File: config.mk
export PLATFORM = sky130hd
export DESIGN_NAME = mmio_timer_bank
export DESIGN_NICKNAME = d
export VERILOG_FILES = /design/src/rtl/mmio_timer_bank.sv
export SDC_FILE = /design/constraint.sdc
export NUM_CORES = 1
export LEC_CHECK = 0
export CAP_MARGIN = 20
export CORE_MARGIN = 10
export CORE_UTILIZATION = 45
export DETAILED_ROUTE_END_ITERATION = 16
export HOLD_SLACK_MARGIN = 0.03
export PLACE_DENSITY = 0.67
export SKIP_CTS_REPAIR_TIMING = 1
export SYNTH_ARGS = -nofsm -noshare
export SYNTH_HDL_FRONTEND = slang
export SYNTH_SLANG_ARGS = --single-unit
File: constraint.sdc
create_clock -name clk -period 2.6 [get_ports clk]
set_input_delay 0.52 -clock clk [delete_from_list [all_inputs] [get_ports clk]]
set_output_delay 0.52 -clock clk [all_outputs]
set_load 0.01 [all_outputs]
File: src/rtl/mmio_timer_bank.sv
// Memory-mapped bank of N_CH prescaled timers with reload, one-shot mode and
// sticky write-1-to-clear interrupt status driving one level interrupt.
module mmio_timer_bank #(
    parameter int          N_CH      = 2,
    parameter int          CNT_W     = 32,
    parameter int          PRESC_W   = 8,
    parameter logic [31:0] BASE_ADDR = 32'h4000_0000
) (
    input  logic            clk,
    input  logic            reset,
    input  logic            rd,
    input  logic            wr,
    input  logic [31:0]     addr,
    input  logic [31:0]     wdata,
    output logic [31:0]     rdata,
    output logic            irqout,
    output logic [N_CH-1:0] tick_out
);

    localparam logic [31:0] STATUS_OFF = 32'(16 * N_CH);

    logic [31:0]     off_s;
    logic            status_sel_s;
    logic [N_CH-1:0] pending_r;
    logic [N_CH-1:0] tick_r;
    logic [N_CH-1:0] ovf_s;
    logic [N_CH-1:0] ie_s;
    logic [31:0]     ch_rd_s [N_CH];
    logic [31:0]     rdata_s;
    logic            unused_wdata_s;

    // Offset wraps for addresses below the base, so a single equality is a full compare.
    assign off_s          = addr - BASE_ADDR;
    assign status_sel_s   = (off_s == STATUS_OFF);
    assign unused_wdata_s = ^wdata;

    for (genvar g = 0; g < N_CH; g++) begin : g_ch
        localparam logic [31:0] CH_OFF = 32'(16 * g);

        logic [CNT_W-1:0]   th_r;
        logic [CNT_W-1:0]   tl_r;
        logic               en_r;
        logic               ie_r;
        logic               mode_r;
        logic [PRESC_W-1:0] presc_r;
        logic [PRESC_W-1:0] pc_r;
        logic               sel_th_s;
        logic               sel_tl_s;
        logic               sel_ctrl_s;
        logic               strobe_s;
        logic               tl_max_s;
        logic [31:0]        rd_val_s;

        assign sel_th_s   = (off_s == CH_OFF);
        assign sel_tl_s   = (off_s == CH_OFF + 32'd4);
        assign sel_ctrl_s = (off_s == CH_OFF + 32'd8);
        assign strobe_s   = en_r && (pc_r == presc_r);
        assign tl_max_s   = (tl_r == {CNT_W{1'b1}});
        // A bus write to TL in the strobe cycle suppresses the overflow entirely.
        assign ovf_s[g]   = strobe_s && tl_max_s && !(wr && sel_tl_s);
        assign ie_s[g]    = ie_r;
        assign ch_rd_s[g] = rd_val_s;

        // Channel registers: bus writes take priority over counting; reload reads the old TH.
        always_ff @(posedge clk or negedge reset) begin
            if (!reset) begin
                th_r    <= '0;
                tl_r    <= '0;
                en_r    <= 1'b0;
                ie_r    <= 1'b0;
                mode_r  <= 1'b0;
                presc_r <= '0;
                pc_r    <= '0;
            end else begin
                if (wr && sel_th_s) begin
                    th_r <= wdata[CNT_W-1:0];
                end else begin
                    th_r <= th_r;
                end

                if (wr && sel_tl_s) begin
                    tl_r <= wdata[CNT_W-1:0];
                end else if (strobe_s) begin
                    tl_r <= tl_max_s ? th_r : tl_r + CNT_W'(1);
                end else begin
                    tl_r <= tl_r;
                end

                if (wr && sel_ctrl_s) begin
                    en_r    <= wdata[0];
                    ie_r    <= wdata[1];
                    mode_r  <= wdata[2];
                    presc_r <= wdata[8 +: PRESC_W];
                end else if (ovf_s[g] && mode_r) begin
                    en_r    <= 1'b0;
                end else begin
                    en_r    <= en_r;
                end

                if (wr && sel_ctrl_s) begin
                    pc_r <= '0;
                end else if (en_r) begin
                    pc_r <= strobe_s ? '0 : pc_r + PRESC_W'(1);
                end else begin
                    pc_r <= pc_r;
                end
            end
        end

        // Per-channel read mux, zero when none of this channel's registers is addressed.
        always_comb begin
            rd_val_s = 32'd0;
            if (sel_th_s) begin
                rd_val_s = 32'(th_r);
            end else if (sel_tl_s) begin
                rd_val_s = 32'(tl_r);
            end else if (sel_ctrl_s) begin
                rd_val_s = 32'({presc_r, 5'd0, mode_r, ie_r, en_r});
            end else begin
                rd_val_s = 32'd0;
            end
        end
    end

    // Sticky pending: overflow set wins over a simultaneous write-1-to-clear.
    always_ff @(posedge clk or negedge reset) begin
        if (!reset) begin
            pending_r <= '0;
            tick_r    <= '0;
        end else begin
            if (wr && status_sel_s) begin
                pending_r <= (pending_r & ~wdata[N_CH-1:0]) | ovf_s;
            end else begin
                pending_r <= pending_r | ovf_s;
            end
            tick_r <= ovf_s;
        end
    end

    // Bus read data: OR of channel muxes, or STATUS; zero when not reading.
    always_comb begin
        rdata_s = 32'd0;
        if (rd) begin
            if (status_sel_s) begin
                rdata_s = 32'(pending_r);
            end else begin
                for (int c = 0; c < N_CH; c++) begin
                    rdata_s = rdata_s | ch_rd_s[c];
                end
            end
        end else begin
            rdata_s = 32'd0;
        end
    end

    assign rdata    = rdata_s;
    assign irqout   = |(pending_r & ie_s);
    assign tick_out = tick_r;

endmodule

==> flow_metrics.py <==
metrics = {
    "logic_synthesis": {
        "synth.avg_cell_area_sq_um": 9.13,
        "synth_area_sq_um": 10500,
        "yosys-top-cells-area": "dfrtp_1, mux2_2, nand2_1",
        "synthArstFlopShare": 1.00,
        "yosysSeqAreaShare": 0.404,
        "synth_cells": 1154,
        "synth_seq_cells": 170,
        "synth_area_leader_cell": "dfrtp_1",
        "synth.top_cell.area_share": 0.404,
        "synth_fp_nets": 1226,
        "synth_edf_count": 0,
        "ys.flop_type": "dfrtp_1",
        "ys_warn_count": 0,
        "yosysUniqueCellTypes": 68,
    },
    "cells_and_area": {
        "drive_above_1_share": 0.261,
        "post-route-util": 0.618,
        "n_antenna_cell": 0,
        "num-nets-final": 1420,
        "synthToLayoutAreaGrowth_pct": 34.1,
    },
    "clocking": {
        "cts_buffer_depth": 2,
        "cts_num_sinks": 170,
        "cts_tree": "built",
        "numCtsBuffers": 17,
        "path_clk_slew_ps": 60,
        "htree_levels": 4,
        "worstSkewPairLatency_ps": 440,
        "cts-root-buf": "clkbuf_16",
    },
    "sta": {
        "maxSlewViolCount": 0,
        "finalClockSkew_ps": 17.2,
        "setup_slack_ps": -403,
        "finalCritPeriodShare": 1.16,
        "rsz0062_at_grt": "true",
        "worst_slew_pin_slew_ps": 614,
        "finalSetupViolCount": 32,
        "min_period_ps": 3000,
        "finalSetupTns_ps": -10880,
        "finalHoldViolCount": 0,
        "relSlewSlack": 0.590,
        "fmax_ghz": 0.333,
    },
    "floorplanning": {
        "start_util": 0.461,
        "die_area_sq_um": 29900,
        "rows": 55,
        "core_sq_um": 22800,
        "ios": 103,
        "die_w_um": 173,
        "die_y_um": 173,
    },
    "setup_path": {
        "critPathSlowestCell": "nor4_4",
        "r2r-start": "g_ch[0].tl_r[1]",
        "slowest_delay_ps": 290,
        "critical_path_depth": 10,
        "path_delay_family": "buffers and inverters",
        "startpoint": "addr[29]",
        "criticalPathCategory": "in2out",
        "cp-endpoint": "rdata[16]",
        "r2r_end": "g_ch[0].tl_r[22]",
        "worstPathCellList": "dlymetal6s2s_1, nor4_4, nand3_2, buf_6, nor4_4, buf_6, clkbuf_16, a32oi_2, a31oi_2, buf_2",
        "setup.worst_path.end_class": "primary output",
        "worstPathMaxFanout": 6,
        "worstPathRequired_ps": 2080,
        "r2r_setup_slack_ps": 120,
        "cp.arrival_ps": 2480,
        "reg2regPathDepth": 8,
        "start_kind": "input port",
        "crit_buf_inv": 5,
    },
    "grt": {
        "grt_pass1_vias": 10100,
        "grt_max_degree": 54,
        "grt_pass1_wl_mm": 60.0,
        "grt.total_usage": 0.251,
        "grt_overflow": 0,
        "antenna_found_initial": 0,
    },
    "placement": {
        "port_buffers": 102,
        "place_ws_ps": -1060,
        "dp_hpwl_mm": 28.8,
        "place.gp.congestion": 1.03,
    },
    "detailed_routing": {
        "first_pass_iters": 8,
        "ant_nets": 0,
        "routed-via-count": 10600,
        "routedWlPerCell_um": 24.0,
        "viasPerCell": 6.34,
        "drc_errors": 0,
        "drt_iter0_drc": 1166,
        "drt_wl_total_mm": 40.1,
    },
    "outcome": {
        "violations": "negative setup slack",
        "status": "complete, but fails checks",
    },
    "job": {
        "maxCapViolations": 0,
    },
    "hold_path": {
        "hold_class": "reg2reg",
    },
    "power": {
        "ir_drop_v": 0.000330,
        "leakagePower_nw": 6.33,
        "power.density_nw_per_um2": 402,
    },
}
-- layout make-up --
class / instances / area (sq um)
tap: 313 / 392
clock inverter: 13 / 166
clock buffer: 19 / 443
timing repair buffer: 256 / 2460
fill: 1982 / 8720
sequential: 170 / 4250
multi-input combinational: 882 / 6330
inverter: 21 / 78.8
-- state kept, by name, summed over array words and instances, names as in the netlist --
register,flops
g_ch.en_r,2
g_ch.mode_r,2
g_ch.ie_r,2
g_ch.tl_r,64
g_ch.presc_r,16
tick_out,2
g_ch.th_r,64
g_ch.pc_r,16
pending_r,2
-- metrics by stage --
step	std cells	hold WS (ps)	power [W]	area (sq um)
global placement	1621	478	0.00302	13100
finish	1674	516	0.00568	14100
floorplan	1154	224	0.00275	10800
detailed placement	1621	479	0.00302	13100
global route	1674	532	0.00583	14100
CTS	1653	8.22	0.00570	13700
-- logic make-up after synthesis --
family | synth area share
XOR/XNOR | 0.0199
AND/OR/NAND/NOR | 0.218
buffers and inverters | 0.0414
flip-flops | 0.404
multiplexers | 0.125
adder cells (fa/ha/maj) | 0.00475
AO/OA/AOI/OAI | 0.187
-- power breakdown --
group          internal, W  switching (W)
combinational     0.000135       0.000205
sequential         0.00264     0.00000104
clock              0.00155        0.00115
-- placed cells by master, fill, tap and decap left out, drive strengths merged, types with 6 or more instances in the layout --
master,synthesis,layout
buf,29,180
dfrtp,170,170
nand2,115,115
mux2,90,90
nand3,77,77
nor2,73,73
o21ai,66,66
a21oi,57,57
clkdlybuf4s50,0,39
a31oi,37,37
nand4,34,34
and3,34,34
clkbuf,52,32
mux2i,30,30
inv,21,24
dlymetal6s2s,0,23
a32oi,23,23
nor4,22,22
nor3,21,21
a21o,17,17
a211oi,15,15
xnor2,13,13
a22o,12,12
xor2,11,11
and4,10,10
a222oi,9,9
o31ai,9,9
o22ai,9,9
and2,9,9
or3,8,8
o211ai,7,7
nor2b,6,6
or4,6,6
-- metal layers --
layer	GRT usage	vias to the layer above	part of all wire
li1	-	4764	-
met1	0.327	5217	0.42
met2	0.398	544	0.46
met3	0.0466	85	0.080
met4	0.114	0	0.043
met5	0	-	0
-- cells in the mapped netlist, types with 10 or more instances --
cell type and n:
xnor2_1 13, clkbuf_1 51, a211oi_1 15, a21oi_1 57
nor4_1 13, and4_1 10, a32oi_1 23, a22o_1 12
nand3_1 77, a31oi_1 37, nand4_1 33, and3_1 34
o21ai_0 63, mux2i_1 30, mux2_2 54, buf_2 24
nor3_1 19, a21o_1 17, xor2_1 11, mux2_1 36
dfrtp_1 170, inv_1 21, nand2_1 115, nor2_1 73
-- how the worst min path moves through the flow --
stage,start,end,slack [ps],depth (start not counted)
2_1_floorplan,reset,g_ch[0].en_r,220,0
3_3_place_gp,reset,g_ch[1].pc_r[3],480,1
3_5_place_dp,reset,g_ch[1].pc_r[4],480,1
4_1_cts,reset,g_ch[1].pc_r[3],8,1
5_1_grt,g_ch[0].th_r[1],g_ch[0].th_r[1],530,1
6_report,g_ch[0].th_r[1],g_ch[0].th_r[1],520,1
Note: power is estimated with default switching activity, not from simulation.
